===== src/rtl/mem_stage.sv =====
// EX/MEM pipeline register, data-memory access FSM and MEM/WB register for the rv32i pipeline.
// Word loads and stores go out on a req/gnt/rvalid bus; the front of the pipeline stalls while an access is outstanding.
module mem_stage #(
   parameter int unsigned XLEN = 32
) (
   input  logic            clk,
   input  logic            rst,
   input  logic            RegWriteE,
   input  logic            MemWriteE,
   input  logic [1:0]      ResultSrcE,
   input  logic [4:0]      RdE,
   input  logic [XLEN-1:0] ALUResultE,
   input  logic [XLEN-1:0] WriteDataE,
   input  logic [XLEN-1:0] PCPlus4E,
   input  logic            IDEX_valid,
   output logic [XLEN-1:0] ALUResultM,
   output logic [4:0]      RdM,
   output logic            RegWriteM,
   output logic            StallM,
   output logic            MisalignM,
   output logic            dmem_req,
   output logic            dmem_we,
   output logic [XLEN-1:0] dmem_addr,
   output logic [XLEN-1:0] dmem_wdata,
   input  logic            dmem_gnt,
   input  logic            dmem_rvalid,
   input  logic [XLEN-1:0] dmem_rdata,
   output logic            RegWriteW,
   output logic [1:0]      ResultSrcW,
   output logic [4:0]      RdW,
   output logic [XLEN-1:0] ALUResultW,
   output logic [XLEN-1:0] ReadDataW,
   output logic [XLEN-1:0] PCPlus4W,
   output logic            EXMEM_valid,
   output logic            MEMWB_valid
);

   typedef enum logic [1:0] {IDLE, REQ, RESP} state_e;

   state_e state_q, state_d;

   logic            exm_valid_q, exm_valid_d;
   logic            exm_regwrite_q, exm_regwrite_d;
   logic            exm_memwrite_q, exm_memwrite_d;
   logic [1:0]      exm_resultsrc_q, exm_resultsrc_d;
   logic [4:0]      exm_rd_q, exm_rd_d;
   logic [XLEN-1:0] exm_alu_q, exm_alu_d;
   logic [XLEN-1:0] exm_wdata_q, exm_wdata_d;
   logic [XLEN-1:0] exm_pc4_q, exm_pc4_d;

   logic            wb_valid_q, wb_valid_d;
   logic            wb_regwrite_q, wb_regwrite_d;
   logic [1:0]      wb_resultsrc_q, wb_resultsrc_d;
   logic [4:0]      wb_rd_q, wb_rd_d;
   logic [XLEN-1:0] wb_alu_q, wb_alu_d;
   logic [XLEN-1:0] wb_rdata_q, wb_rdata_d;
   logic [XLEN-1:0] wb_pc4_q, wb_pc4_d;

   logic is_load, is_store, misalign, memop, complete;

   assign is_load  = exm_valid_q & (exm_resultsrc_q == 2'b01);
   assign is_store = exm_valid_q & exm_memwrite_q;
   assign misalign = (is_load | is_store) & (exm_alu_q[1:0] != 2'b00);
   assign memop    = (is_load | is_store) & ~misalign;

   // Bus FSM: complete marks the cycle an aligned memop retires into MEM/WB
   always_comb begin
      state_d  = state_q;
      dmem_req = 1'b0;
      complete = 1'b0;
      case (state_q)
         IDLE: begin
            if (memop) begin
               dmem_req = 1'b1;
               if (dmem_gnt) begin
                  if (is_load) state_d = RESP;
                  else         complete = 1'b1;
               end else begin
                  state_d = REQ;
               end
            end
         end
         REQ: begin
            dmem_req = 1'b1;
            if (dmem_gnt) begin
               if (is_load) begin
                  state_d = RESP;
               end else begin
                  complete = 1'b1;
                  state_d  = IDLE;
               end
            end
         end
         RESP: begin
            if (dmem_rvalid) begin
               complete = 1'b1;
               state_d  = IDLE;
            end
         end
         default: state_d = IDLE;
      endcase
   end

   assign StallM    = memop & ~complete;
   assign MisalignM = misalign;

   // EX/MEM capture (holds while stalled) and MEM/WB capture (bubble while stalled)
   always_comb begin
      exm_valid_d     = exm_valid_q;
      exm_regwrite_d  = exm_regwrite_q;
      exm_memwrite_d  = exm_memwrite_q;
      exm_resultsrc_d = exm_resultsrc_q;
      exm_rd_d        = exm_rd_q;
      exm_alu_d       = exm_alu_q;
      exm_wdata_d     = exm_wdata_q;
      exm_pc4_d       = exm_pc4_q;
      wb_valid_d      = 1'b0;
      wb_regwrite_d   = 1'b0;
      wb_resultsrc_d  = wb_resultsrc_q;
      wb_rd_d         = wb_rd_q;
      wb_alu_d        = wb_alu_q;
      wb_rdata_d      = wb_rdata_q;
      wb_pc4_d        = wb_pc4_q;
      if (!StallM) begin
         exm_valid_d     = IDEX_valid;
         exm_regwrite_d  = RegWriteE;
         exm_memwrite_d  = MemWriteE;
         exm_resultsrc_d = ResultSrcE;
         exm_rd_d        = RdE;
         exm_alu_d       = ALUResultE;
         exm_wdata_d     = WriteDataE;
         exm_pc4_d       = PCPlus4E;
         wb_valid_d      = exm_valid_q & ~misalign;
         wb_regwrite_d   = exm_regwrite_q & exm_valid_q & ~misalign;
         wb_resultsrc_d  = exm_resultsrc_q;
         wb_rd_d         = exm_rd_q;
         wb_alu_d        = exm_alu_q;
         wb_pc4_d        = exm_pc4_q;
         if (is_load && complete) wb_rdata_d = dmem_rdata;
      end
   end

   always_ff @(posedge clk or negedge rst) begin
      if (!rst) begin
         state_q         <= IDLE;
         exm_valid_q     <= 1'b0;
         exm_regwrite_q  <= 1'b0;
         exm_memwrite_q  <= 1'b0;
         exm_resultsrc_q <= 2'b00;
         exm_rd_q        <= 5'd0;
         exm_alu_q       <= '0;
         exm_wdata_q     <= '0;
         exm_pc4_q       <= '0;
         wb_valid_q      <= 1'b0;
         wb_regwrite_q   <= 1'b0;
         wb_resultsrc_q  <= 2'b00;
         wb_rd_q         <= 5'd0;
         wb_alu_q        <= '0;
         wb_rdata_q      <= '0;
         wb_pc4_q        <= '0;
      end else begin
         state_q         <= state_d;
         exm_valid_q     <= exm_valid_d;
         exm_regwrite_q  <= exm_regwrite_d;
         exm_memwrite_q  <= exm_memwrite_d;
         exm_resultsrc_q <= exm_resultsrc_d;
         exm_rd_q        <= exm_rd_d;
         exm_alu_q       <= exm_alu_d;
         exm_wdata_q     <= exm_wdata_d;
         exm_pc4_q       <= exm_pc4_d;
         wb_valid_q      <= wb_valid_d;
         wb_regwrite_q   <= wb_regwrite_d;
         wb_resultsrc_q  <= wb_resultsrc_d;
         wb_rd_q         <= wb_rd_d;
         wb_alu_q        <= wb_alu_d;
         wb_rdata_q      <= wb_rdata_d;
         wb_pc4_q        <= wb_pc4_d;
      end
   end

   assign ALUResultM  = exm_alu_q;
   assign RdM         = exm_rd_q;
   assign RegWriteM   = exm_regwrite_q & exm_valid_q;
   assign EXMEM_valid = exm_valid_q;
   assign dmem_we     = is_store;
   assign dmem_addr   = exm_alu_q;
   assign dmem_wdata  = exm_wdata_q;

   assign RegWriteW   = wb_regwrite_q & wb_valid_q;
   assign ResultSrcW  = wb_resultsrc_q;
   assign RdW         = wb_rd_q;
   assign ALUResultW  = wb_alu_q;
   assign ReadDataW   = wb_rdata_q;
   assign PCPlus4W    = wb_pc4_q;
   assign MEMWB_valid = wb_valid_q;

endmodule


===== config.mk =====
export PLATFORM = sky130hd
export DESIGN_NAME = mem_stage
export DESIGN_NICKNAME = d
export VERILOG_FILES = /design/src/rtl/mem_stage.sv
export SDC_FILE = /design/constraint.sdc
export NUM_CORES = 1
export LEC_CHECK = 0
export BUFFER_PORTS_ARGS = -buffer_cell sky130_fd_sc_hd__buf_4
export CAP_MARGIN = 20
export CORE_AREA = 2 2 138 140
export CTS_CLUSTER_DIAMETER = 150
export DETAILED_ROUTE_END_ITERATION = 8
export DIE_AREA = 0 0 140 142
export PLACE_DENSITY_LB_ADDON = 0.1
export SYNTH_ARGS = -nofsm -noshare
export SYNTH_HDL_FRONTEND = slang
export SYNTH_SLANG_ARGS = --single-unit

===== constraint.sdc =====
create_clock -name clk -period 4.7 [get_ports clk]
set_input_delay 1.175 -clock clk [delete_from_list [all_inputs] [get_ports clk]]
set_output_delay 1.175 -clock clk [all_outputs]
set_load 0.005 [all_outputs]

==> metrics list, run 1 <==
- Total nets after synthesis: 640
- Final ANT Viol Nets: 0
- Slew HR: 0.311
- Type of destination of the critical path: output pin
- Pin count of the biggest net entering global routing: 180
- Yosys warns: 0
* Critical Path Start Type: input port
* Final-report setup violation count: 0
- Buffering stage count on the worst path with inverters included: 2
- By count the netlist is led by 213 x dfrtp_1, 112 x mux2_2, 92 x mux2_1.
* Port Buffer Count: 353
- Synthesized netlist cell count: 498
- The setup path with the least slack is of type input port to output pin.
- In this design, the stage delay of the slowest critical-path cell is 0.29 ns.
- Compared with the post-synthesis result, the final layout area differs by 42.5%.
- Between clock sinks in the finished design, the worst skew comes to 0.0110 ns.
- Core utilization of the finished layout: 0.633
- DRC violations left: 25
- For this block, wires on met1 add up to 7130 µm.
- The run finished, with violations left.
* Total via count in the routed design: 5219
- Among all stages on the critical path, the largest delay is contributed by nor3_4.
- Max Used Layer: met5
* First drt pass iteration count: 7
- Cell Rows: 50
- At the worst endpoint, the arrival time is 1.92 ns.
* Global-route usage over all layers: 0.191
- Part of the cycle the worst path needs: 0.658
* Kind of cell adding the most delay to the critical path: simple AND/OR/NAND/NOR gates
- After detailed routing, the number of vias per cell comes to 4.84.
* Met2 WL post-DR: 10400 µm
- R2r startpoint: exm_resultsrc_q[0]
* Most instantiated flip-flop cell in the synthesis netlist: dfrtp_1
- The congestion estimate from routability-driven global placement came to 0.775.
- Of all nets on the critical path, the largest fanout is 2.
* Maximum level of the CTS H-tree: 1
* Fraction of synthesis flops using an asynchronous set or reset pin: 1.00
- Yosys instantiated no cell more often than dfrtp_1.
* Core region area: 18500 µm²
* Via count of the first global-routing pass: 5542
* Sink Count: 213
* Number of DRC markers after the initial detailed-route iteration: 179
- Critical path launch point: dmem_rvalid
* Clock Tree Buf Depth: 3
- Number of synthesized flops with an enable pin: 0
* Die span in x: 140 µm
- The first global-routing pass estimated 30100 µm of wire.
- Once detailed placement completed, the half-perimeter wirelength came to 14300 µm.
* Antenna violations before repair: 1
* Fraction of final layout cells sized beyond drive strength 1: 0.607
* Library cell with the largest summed area after synthesis: dfrtp_1
* Pre-CTS WS: 1.59 ns
- For the worst-skew pair, the clock arrives at the later sink with an insertion delay of 0.51 ns.
- The critical path goes through buf_4 -> nor3b_2 -> nor3_4 -> buf_4.
- Of the post-synthesis cell area, the dominant cell type holds 0.651.
* Boundary pin count: 354
- Die height: 142 µm
- The floorplan step defined a die boundary enclosing 19900 µm².
- Hold bufs inserted after CTS: 0
- In this run the cell area of the synthesized design comes to 8190 µm².
- Post-CTS Setup Bufs: 0
- Final hold slack: 0.481 ns
- Wire length after detailed routing: 19700 µm
- The min-delay analysis places its worst path in the category flop to flop.
- Max Cap Violations: 0
- Yosys cell types: 25
- Final critical-path required period: 3.09 ns
- Leakage power figure: 5.64 nW
- Number of diodes added for antenna fixing: 0
- Initial core utilization: 0.444
* Cell occurring most often along the worst timing path: buf_4
- After global routing the overflow that remains totals 0.
- Post-cts gate resize count: 0
* Actual transition at the worst max-transition pin: 1.03 ns
* Final hold vios: 0
- By area the synthesized netlist is led by dfrtp_1 65%, mux2_2 15%, mux2_1 13%.
* Setup TNS: 0 ns
* Number of buffers created by CTS: 24
- Setup repair after global routing left no endpoint under its margin.
- Worst path required time: 3.52 ns
- The net count of the finished layout is 969.
* Pins Over Slew Limit: 0
- Post-synthesis average cell area: 16.4 µm²
- TritonCTS built the clock tree.
* CTS root buffer: clkbuf_16
- Register bit total from synthesis: 213
* Power per standard cell area: 397 nW/µm²
* Hold path startpoint: ALUResultW[0]
* Met3 Routed Length: 1650 µm
- The final reports fail on design-rule violations.
- VDD IR-drop max: 0.000275 V
* Average wire per cell in the routed design: 18.3 µm
- After clock tree synthesis, the clock-pin slew on the worst setup and hold paths is 0.06 ns.
- Once routing completed, OpenROAD measured the worst setup slack at 1.61 ns.
- Maximum frequency from static timing analysis: 0.324 GHz
- For this run, the register share of the synthesized area comes to 0.651.
[registers in the layout, summed over array words and instances, names as in the netlist, 5 cells and up]
name and count:
ReadDataW 32, exm_pc4_q 32, RdM 5, PCPlus4W 32
dmem_wdata 32, ALUResultM 32, ALUResultW 32, RdW 5
[metrics by stage]
step	instances	cell area, µm²	total power, mW
floorplan	498	8190	2.29
global placement	1035	10800	2.66
detailed placement	1035	10800	2.68
CTS	1079	11700	4.70
global route	1079	11700	4.84
finish	1079	11700	4.63
[layout make-up]
type | instances | area [µm²]
clock buffers | 36 | 727
clock inverters | 8 | 144
fillers | 1452 | 6780
inverters | 2 | 7.51
multi-input cells | 228 | 2470
flip-flops and latches | 213 | 5330
well taps | 234 | 293
repair buffers | 358 | 2710
[per-layer routing]
metal	track usage	vias to the layer above
met5	0	-
met4	0.0579	2
met3	0.0592	37
met2	0.351	204
met1	0.215	2614
li1	-	2362
[path summary, 6_finish.rpt]
| kind | endpoint | slack [ns] | cells after the start |
|---|---|---|---|
| setup / recovery | StallM | 1.61 | 4 |
| setup reg to reg | ALUResultM[16] | 2.17 | 5 |
| hold reg to reg | ALUResultW[0] | 0.48 | 1 |
| hold / removal | ALUResultW[0] | 0.48 | 1 |
| min in group asynchronous | ALUResultW[16] | 0.76 | 1 |
| max in group asynchronous | ALUResultM[8] | 2.81 | 2 |
[logic make-up after synthesis]
| kind of cell | Yosys count | share of synthesized area |
|---|---|---|
| multiplexers | 204 | 0.280 |
| flip-flops | 213 | 0.651 |
| AND/OR/NAND/NOR | 17 | 0.0142 |
| buffers and inverters | 57 | 0.0480 |
| AO/OA/AOI/OAI | 7 | 0.00672 |
[report_power, final]
group	internal [mW]	total (mW)	switching [mW]
clock	1.29	2.00	0.715
sequential	1.98	2.07	0.0918
combinational	0.357	0.560	0.203
[cells in the final DEF (no fill, tap or decap), types with 2 or more instances in the layout]
| cell | n |
|---|---|
| clkbuf_16 | 25 |
| mux2_2 | 112 |
| bufinv_16 | 4 |
| clkinv_2 | 3 |
| dfrtp_1 | 213 |
| a21o_1 | 2 |
| clkbuf_8 | 7 |
| and2_1 | 3 |
| nor2_1 | 2 |
| nor3b_1 | 2 |
| mux2_1 | 92 |
| inv_1 | 2 |
| buf_4 | 356 |
| clkbuf_1 | 5 |
| nor2b_1 | 3 |
Note: power is estimated with default switching activity, not from simulation.
==> run 2: changes to the inputs <==
Settings changed: CORE_AREA 2 2 138 140 to unset, CORE_MARGIN set to 1, CORE_UTILIZATION set to 43, DIE_AREA 0 0 140 142 to unset.
Clock period 4.7 ns to 2.6 ns, I/O delays scaled along.
==> run 2 against run 1 <==
Against the previous run: the flow now finishes without violations; clock power up 48%; setup slack lost 1.4 ns; sequential share of layout area is essentially flat; critical path depth up 1; sequential power grew 81%; first-iteration DRC count down 60%; sequential cell count unchanged; worst hold slack lost 0.29 ns; non-clock buffer count rose by 12; critical endpoint unchanged; highest routed layer is now met4.
==> metrics list, run 2 (same netlist as run 1, synthesis figures left out) <==
- The run finished with clean final reports.
- Pin count of the biggest net entering global routing: 72
* Slowest Stage Delay on Critical Path: 0.41 ns
- Wire length after detailed routing: 19100 µm
- Type of the worst setup path: flop to output pin
- Of the total power, registers draw 0.484.
- CP max-delay cell: dfrtp_1
- The share of total power dissipated in combinational logic is 0.134.
* WP data arrival: 1.79 ns
* Final critical-path required period: 2.44 ns
* Maximum level of the CTS H-tree: 1
- The tightest hold path in the finished design has a slack of 0.188 ns.
- Net switching component of the power: 1.74 mW
- Vias per inst: 4.76
- Via count of the first global-routing pass: 5539
* Post-DP Area: 11000 µm²
- Top library cells by usage in the layout, fill and taps aside: 362 x buf_4, 213 x dfrtp_1, 112 x mux2_2, 92 x mux2_1, 23 x clkbuf_16
* CTS root buffer: clkbuf_16
- During I/O placement, the number of pins put on the boundary was 354.
- In this run the worst path has a maximum fanout of 11.
* Proportion of total power due to net switching: 0.224
* CTS tree: built
- Walking the worst path, the cells encountered are nor2b_4 -> a21oi_1 -> nor3_4 -> buf_12 -> buf_4.
* Leakage power figure: 5.63 nW
- The clock drives 213 sinks.
- Final std cell area, no fill: 11700 µm²
* Number of diodes added for antenna fixing: 0
- Number of buffers created by CTS: 23
- Hold bufs inserted after CTS: 0
- Slew HR: 0.586
- Maximum frequency from static timing analysis: 0.410 GHz
- Final-report setup violation count: 0
- VDD sags by at most 0.000470 V.
* Class of the worst hold path: input port to asynchronous set/reset pin
* Pre-CTS WS: 0.368 ns
- Fraction of final layout cells sized beyond drive strength 1: 0.608
- On the final layout, the worst clock skew is 0.00421 ns.
- Area enclosed by the die boundary: 19600 µm²
- The number of antenna violations at the first check in global routing is 0.
- Dividing total power by cell area gives a power density of 664 nW/µm².
* Most frequent standard cell in the layout excluding fill and tap cells: buf_4
- For this run, design rule violations remaining after detail routing come to 0.
* Final hold vios: 0
- Cell Rows: 50
- Core region area: 18700 µm²
- Global-route wire length before repair: 30000 µm
* Die span in x: 140 µm
* Setup TNS: 0 ns
- Register clock-pin slew on the reported worst setup and hold paths: 0.06 ns
* Die height: 140 µm
- Number of nets at the end of the flow: 980
* Type of destination of the critical path: output pin
- Total via count in the routed design: 5167
* Final ANT Viol Nets: 0
- Clock insertion delay at the later pin of the skew report: 0.49 ns
- Port Buffer Count: 353
- RSZ-0062 raised after global routing: false
- The wire-length estimate of the detail-placed layout is 14500 µm.
* Global placement routability congestion: 0.751
* Critical Path Start Type: flop
- The tool flagged a number of max-cap violations equal to 0.
* Clock Tree Buf Depth: 3
- Average wire per cell in the routed design: 17.6 µm
- For this run, the detailed router's first-pass iteration total came to 4.
- Total global routing overflow: 0
* Number of DRC markers after the initial detailed-route iteration: 71
- Internal cell power: 6.01 mW
- For the worst setup path, the data required time is 1.95 ns.
* Actual transition at the worst max-transition pin: 0.621 ns
* Synthesis-to-layout area growth: 42.4%
- The number of pins with negative max-slew slack in the final report came to 0.
- Setup slack on the critical path of the routed design comes to 0.161 ns.
* Initial core utilization: 0.438
* Part of the cycle the worst path needs: 0.938
- The share of total power dissipated in the clock network is 0.382.
- For this run, the total global-route usage over all layers was measured as 0.196.
run 2: cell count changes in the layout (fill, tap and decap cells not counted):
cell,previous run,this run
bufinv_16,4,0
nor2b_1,3,2
clkbuf_16,25,23
nor2b_4,0,1
buf_4,356,362
clkbuf_8,7,6
inv_6,1,0
buf_12,1,7
clkbuf_1,5,8
run 2: worst paths after layout:
check                                    from        endpoint  slack (ns)  cells after the start
min                                       rst   ReadDataW[12]        0.19                      1
max                        exm_resultsrc_q[1]          StallM        0.16                      5
min in group clk                     dmem_gnt      state_q[0]        0.33                      2
min reg2reg                     exm_pc4_q[18]   exm_pc4_q[18]        0.49                      1
max in group asynchronous                 rst    PCPlus4W[28]        1.76                      2
max reg2reg                exm_resultsrc_q[1]  ALUResultM[23]        0.68                      6
run 2: worst max-delay path, delay by kind of cell, from the launching register on:
family                 cells  cell delay (ns)
and+or+nand+nor            2             0.49
DFF                        1             0.41
AOI/OAI and AO/OA          1             0.09
buffers and inverters      2             0.30
run 2: per-layer routing:
| metal | part of all wire | vias to the layer above | track usage | routed length [µm] |
|---|---|---|---|---|
| li1 | - | 2385 | - | - |
| met3 | 0.082 | 43 | 0.0619 | 1560 |
| met1 | 0.37 | 2530 | 0.216 | 6980 |
| met4 | 0.035 | 0 | 0.0752 | 667 |
| met5 | 0 | - | 0 | 0 |
| met2 | 0.52 | 209 | 0.351 | 9910 |
run 2: cell type report:
class	instances	area (µm²)
Tap cell	234	293
Sequential cell	213	5330
Clock inverter	3	15.0
Multi-Input combinational cell	228	2480
Fill cell	1462	7040
Timing Repair Buffer	370	2870
Inverter	2	7.51
Clock buffer	36	674
run 2: stage by stage:
stage	util	total power [mW]	cells
finish	0.624	7.75	1086
detailed placement	0.586	4.87	1046
global route	0.624	8.11	1086
floorplan	-	4.14	498
CTS	0.623	7.88	1085
global placement	0.586	4.83	1046
run 2: what timing repair did:
item,CTS,global route
setup endpoints to repair,1,1
gates resized for setup,1,1
pin swaps,0,1
buffers inserted,0,1
run 2: power by group through the flow:
stage	Combinational, mW	Sequential, mW	Clock [mW]
finish	1.04	3.75	2.96
global route	1.12	3.79	3.20
CTS	1.06	3.75	3.07
detailed placement	1.06	3.81	0
global placement	1.03	3.79	0
floorplan	0.353	3.79	0
